`src/rtl/icache.sv`:
```
// Direct-mapped instruction cache: 16 one-word lines, 1-cycle hit, blocking
// single-word fill from the memory controller, flush-aware delivery.
module icache (
  input  logic        clk,
  input  logic        rst_in,
  input  logic        rdy_in,
  input  logic        if_req,
  input  logic [31:0] if_pc,
  input  logic        flush,
  output logic        busy,
  output logic        inst_rdy,
  output logic [31:0] inst_out,
  output logic [31:0] pc_out,
  output logic        mem_req,
  output logic [31:0] mem_addr,
  input  logic        mem_inst_rdy,
  input  logic [31:0] mem_inst
);

  localparam int unsigned XLEN  = 32;
  localparam int unsigned LINES = 16;
  localparam int unsigned IDX_W = 4;
  localparam int unsigned TAG_W = 12;

  typedef enum logic {IDLE = 1'b0, MISS = 1'b1} state_t;

  state_t             state_q, state_d;
  logic               drop_q, drop_d;
  logic [XLEN-1:0]    miss_pc_q, miss_pc_d;
  logic               inst_rdy_d, mem_req_d;
  logic [XLEN-1:0]    inst_out_d, pc_out_d, mem_addr_d;
  logic               fill_c;

  logic [LINES-1:0]   valid_q;
  logic [TAG_W-1:0]   tag_q  [LINES];
  logic [XLEN-1:0]    data_q [LINES];

  logic [IDX_W-1:0]   req_idx, miss_idx;
  logic [TAG_W-1:0]   req_tag, miss_tag;
  logic               hit_c;

  assign req_idx  = if_pc[5:2];
  assign req_tag  = if_pc[17:6];
  assign miss_idx = miss_pc_q[5:2];
  assign miss_tag = miss_pc_q[17:6];
  assign hit_c    = valid_q[req_idx] && (tag_q[req_idx] == req_tag);
  assign busy     = (state_q == MISS);

  // State register
  always_ff @(posedge clk) begin
    if (rst_in)      state_q <= IDLE;
    else if (rdy_in) state_q <= state_d;
  end

  // Next-state logic; a flushed request is wrong-path and never starts a fill
  always_comb begin
    state_d = state_q;
    case (state_q)
      IDLE: if (if_req && !flush && !hit_c) state_d = MISS;
      MISS: if (mem_inst_rdy)               state_d = IDLE;
      default:                              state_d = IDLE;
    endcase
  end

  // Output / datapath next values
  always_comb begin
    inst_rdy_d = 1'b0;
    inst_out_d = inst_out;
    pc_out_d   = pc_out;
    mem_req_d  = mem_req;
    mem_addr_d = mem_addr;
    miss_pc_d  = miss_pc_q;
    drop_d     = drop_q;
    fill_c     = 1'b0;
    case (state_q)
      IDLE: begin
        if (if_req && hit_c) begin
          inst_rdy_d = !flush;
          inst_out_d = data_q[req_idx];
          pc_out_d   = if_pc;
        end else if (if_req && !flush) begin
          mem_req_d  = 1'b1;
          mem_addr_d = {if_pc[31:2], 2'b00};
          miss_pc_d  = if_pc;
        end
      end
      MISS: begin
        if (mem_inst_rdy) begin
          fill_c     = 1'b1;
          mem_req_d  = 1'b0;
          inst_rdy_d = !drop_q && !flush;
          inst_out_d = mem_inst;
          pc_out_d   = miss_pc_q;
          drop_d     = 1'b0;
        end else if (flush) begin
          drop_d     = 1'b1;
        end
      end
      default: ;
    endcase
  end

  // Registered outputs and control state
  always_ff @(posedge clk) begin
    if (rst_in) begin
      drop_q    <= 1'b0;
      miss_pc_q <= '0;
      inst_rdy  <= 1'b0;
      inst_out  <= '0;
      pc_out    <= '0;
      mem_req   <= 1'b0;
      mem_addr  <= '0;
      valid_q   <= '0;
    end else if (rdy_in) begin
      drop_q    <= drop_d;
      miss_pc_q <= miss_pc_d;
      inst_rdy  <= inst_rdy_d;
      inst_out  <= inst_out_d;
      pc_out    <= pc_out_d;
      mem_req   <= mem_req_d;
      mem_addr  <= mem_addr_d;
      if (fill_c) valid_q[miss_idx] <= 1'b1;
    end
  end

  // Line data and tags carry no reset
  always_ff @(posedge clk) begin
    if (!rst_in && rdy_in && fill_c) begin
      data_q[miss_idx] <= mem_inst;
      tag_q[miss_idx]  <= miss_tag;
    end
  end

endmodule

```
`config.mk`:
```
export PLATFORM = sky130hd
export DESIGN_NAME = icache
export DESIGN_NICKNAME = d
export VERILOG_FILES = /design/src/rtl/icache.sv
export SDC_FILE = /design/constraint.sdc
export NUM_CORES = 1
export LEC_CHECK = 0
export BUFFER_PORTS_ARGS = -buffer_cell sky130_fd_sc_hd__buf_2
export CAP_MARGIN = 0
export CORE_UTILIZATION = 50
export DETAILED_ROUTE_END_ITERATION = 8
export PLACE_DENSITY = 0.74
export SYNTH_ARGS = -nofsm -noshare
export SYNTH_HDL_FRONTEND = slang
export SYNTH_SLANG_ARGS = --single-unit
```
`constraint.sdc`:
```
create_clock -name clk -period 6.1 [get_ports clk]
set_clock_uncertainty 0.2 [all_clocks]
set_input_delay 0.305 -clock clk [delete_from_list [all_inputs] [get_ports clk]]
set_output_delay 0.305 -clock clk [all_outputs]
set_load 0.005 [all_outputs]
```
==> results by group <==
Die
  • Chip width: 258 um
  • # IOs: 169
  • Die Y: 258 um
  • Die Area: 0.0666 mm2
  • Std-Cell Rows: 93
  • Initial Util: 0.507
  • Core ar.: 0.0646 mm2

Detailed routing
  • TritonRoute pass-1 iters: 5
  • Total Wirelength: 74.4 mm
  • DR iter-0 viols: 1640
  • Via count: 16700
  • DR top layer: met5
  • DR DRC count: 0
  • Remaining antenna violation count after routing: 0
  • Met1 WL: 28.8 mm
  • Routed wire length per instance: 27.0 um
  • Routed wl met3: 6.10 mm
  • WL met2: 37.7 mm
  • Vias per cell: 6.05

Global routing
  • Largest net degree at the start of global routing: 91
  • Gr ovfl total: 0
  • Initial antenna violation count: 1
  • First-pass GRT wire length: 111 mm
  • Number of global-route vias before repair: 17500
  • GRT Overall Usage: 0.226

Synth
  • Synth unique cells: 53
  • Seq cells post-synth: 820
  • Sequential share of the synthesized area: 0.716
  • Gate Count Post-Synth: 1616
  • Top cells by area, synth: edfxtp_1 (65%), mux4_2 (13%), dfxtp_1 (7.1%), mux2i_1 (4.3%), a311oi_2 (2.6%)
  • Ys flop type: edfxtp_1
  • Synth warn: 0
  • Async S/R FF share, synth: 0
  • Synth top area share: 0.645
  • Synthesized area per cell: 20.3 um2
  • Synth area leader: edfxtp_1
  • Area of the mapped netlist: 0.0328 mm2
  • Post-synth EDFFs: 704

Clock tree
  • CTS tree: yes
  • Cts repair resizes: 0
  • Clock-pin slew on the worst setup and hold paths: 0.06 ns
  • Clock Sinks: 820
  • Max Buffers Root-to-Sink: 3
  • H-tree depth: 3
  • Hold buffers post-CTS: 69
  • Postcts setup bufs: 0
  • Clk Latency, worst-skew pair: 0.63 ns
  • Total CTS buffers: 81
  • CTS Root Cell: clkbuf_16

Setup path
  • Worst Setup EP: miss_pc_q[8]
  • Startpoint class of the critical path: input pin
  • RR Endpoint: miss_pc_q[8]
  • Crit path max fanout: 61
  • Crit path DAT: 4.62 ns
  • CP required: 6.40 ns
  • Crit Path Class: input pin to register
  • R2R Path Start: busy
  • CP Capture Type: register
  • R2R Setup Slk: 1.91 ns
  • R2R depth: 8
  • Crit path from: if_pc[5]

Timing
  • Min Tclk post-route: 4.32 ns
  • Worst slew margin: 0.227
  • Max frequency: 232 MHz
  • RSZ-0062 raised after global routing: no
  • Max-slew violations: 0
  • Fin crit share: 0.708
  • Fin Setup TNS: 0 ns
  • Final Hold Fails: 0
  • Final-report setup violation count: 0
  • Measured slew at the worst slew-check pin: 1.16 ns

Layout
  • Final Cell Area: 0.0377 mm2
  • Share of cells above drive strength 1: 0.359
  • Final Net Count: 1904
  • Area Overhead vs Synth: 15.0%
  • Diode count: 0

Hold path
  • Hold/Removal Path Class: input pin to register

Power
  • Clock share of power: 0.430
  • Pwr per Cell Area: 312 mW/mm2
  • Leakage power: 12.4 nW
  • Psw: 2.45 mW
  • Net Sw Frac: 0.208
  • Peak VDD IR: 0.208 mV
  • Power share of the sequential group: 0.520
  • Gate power share: 0.050
  • Int Pwr: 9.33 mW

Place
  • Detailed placement HPWL: 40.4 mm
  • Placer Congestion: 0.786
  • Port Buffers: 166
  • Placed inst area: 0.0343 mm2

Flow run
  • Max_cap viols: 0

Run status
  • Status: completed
==> worst min-delay path by stage <==
stage,start,endpoint,slack (ns),depth (start not counted)
2_1_floorplan,mem_inst[0],data_q[0][0],0.20,0
3_3_place_gp,valid_q[0],valid_q[0],0.23,1
3_5_place_dp,valid_q[2],valid_q[2],0.23,1
4_1_cts,if_req,inst_rdy,0.03,5
5_1_grt,if_req,inst_rdy,0.10,5
6_report,if_req,inst_rdy,0.05,5
==> power groups by stage <==
stage,clock (mW),sequential (mW),combinational (mW)
floorplan,0,6.23,0.387
global placement,0,6.24,0.544
detailed placement,0,6.24,0.555
CTS,5.13,6.12,0.595
global route,5.35,6.12,0.633
finish,5.06,6.12,0.594
==> registers in the layout (all words and copies together) (netlist names) <==
signal,cells
pc_out,32
tag_q,192
drop_q,1
data_q,512
mem_req,1
busy,1
inst_out,32
valid_q,16
miss_pc_q,32
inst_rdy,1
==> worst max-delay path: stages <==
cell           delay [ns]
buf_4                0.82
mux2_2               0.42
o22ai_1              0.16
a211oi_1             0.08
xor2_1               0.17
o31ai_1              0.48
o2111ai_2            0.34
o21ai_4              0.23
buf_4                0.60
mux2i_1              0.32
nor2_1               0.07
dlygate4sd3_1        0.57
==> routing by layer <==
metal,track usage,vias up
met2,0.381,746
met5,0,-
li1,-,7088
met1,0.292,8701
met4,0.0756,2
met3,0.0474,127
==> layout by cell type (no fill, tap or decap), types with 12 or more instances in the layout <==
master and instances:
clkinv_2 20, dlygate4sd3_1 69, nor2_1 38, clkbuf_16 86
dfxtp_1 115, mux4_2 190, a21oi_1 12, clkbuf_1 13
buf_2 160, xor2_1 12, a21o_1 16, a21oi_2 56
mux2_2 20, buf_4 43, nand2_1 12, mux2i_1 141
edfxtp_1 704, nor2_4 12, a311oi_2 56
==> per-stage QoR <==
| step | hold slack, ns | util | worst slack, ns | power [mW] | cells |
|---|---|---|---|---|---|
| 6_report | 0.0517 | 0.584 | 1.78 | 11.8 | 2756 |
| 5_1_grt | 0.105 | 0.584 | 1.60 | 12.1 | 2756 |
| 4_1_cts | 0.0250 | 0.584 | 1.87 | 11.8 | 2756 |
| 3_5_place_dp | 0.233 | 0.531 | 1.48 | 6.79 | 2537 |
| 3_3_place_gp | 0.228 | 0.531 | 1.68 | 6.78 | 2537 |
| 2_1_floorplan | 0.204 | - | 0.656 | 6.61 | 1617 |
==> kinds of logic after synthesis <==
| logic type | count (synthesis) | share of synthesized area |
|---|---|---|
| AOI/OAI and AO/OA | 183 | 0.0573 |
| buffers and inverters | 147 | 0.0276 |
| other | 1 | 0.000114 |
| muxes | 352 | 0.181 |
| xor gates and xnor gates | 16 | 0.00428 |
| and+or+nand+nor | 97 | 0.0138 |
| DFF | 820 | 0.716 |
==> cells in the mapped netlist (12+ instances only) <==
cell and n:
dfxtp_1 116, xor2_1 12, mux2_2 20, mux4_2 190, edfxtp_1 704, a21oi_2 56, buf_1 17, nand2_1 12
a21o_1 16, buf_2 23, mux2i_1 141, a21oi_1 12, buf_4 43, a311oi_2 56, nor2_1 50, clkbuf_1 46
==> cell type report <==
class                           instances  area (um2)
Fill cell                            4588       26900
Multi-Input combinational cell        650        8540
Tap cell                              855        1070
Sequential cell                       820       23500
Clock inverter                         45         457
Timing Repair Buffer                  276        1870
Inverter                                5        18.8
Clock buffer                          105        2270
Power figures use the tool's default switching activity.
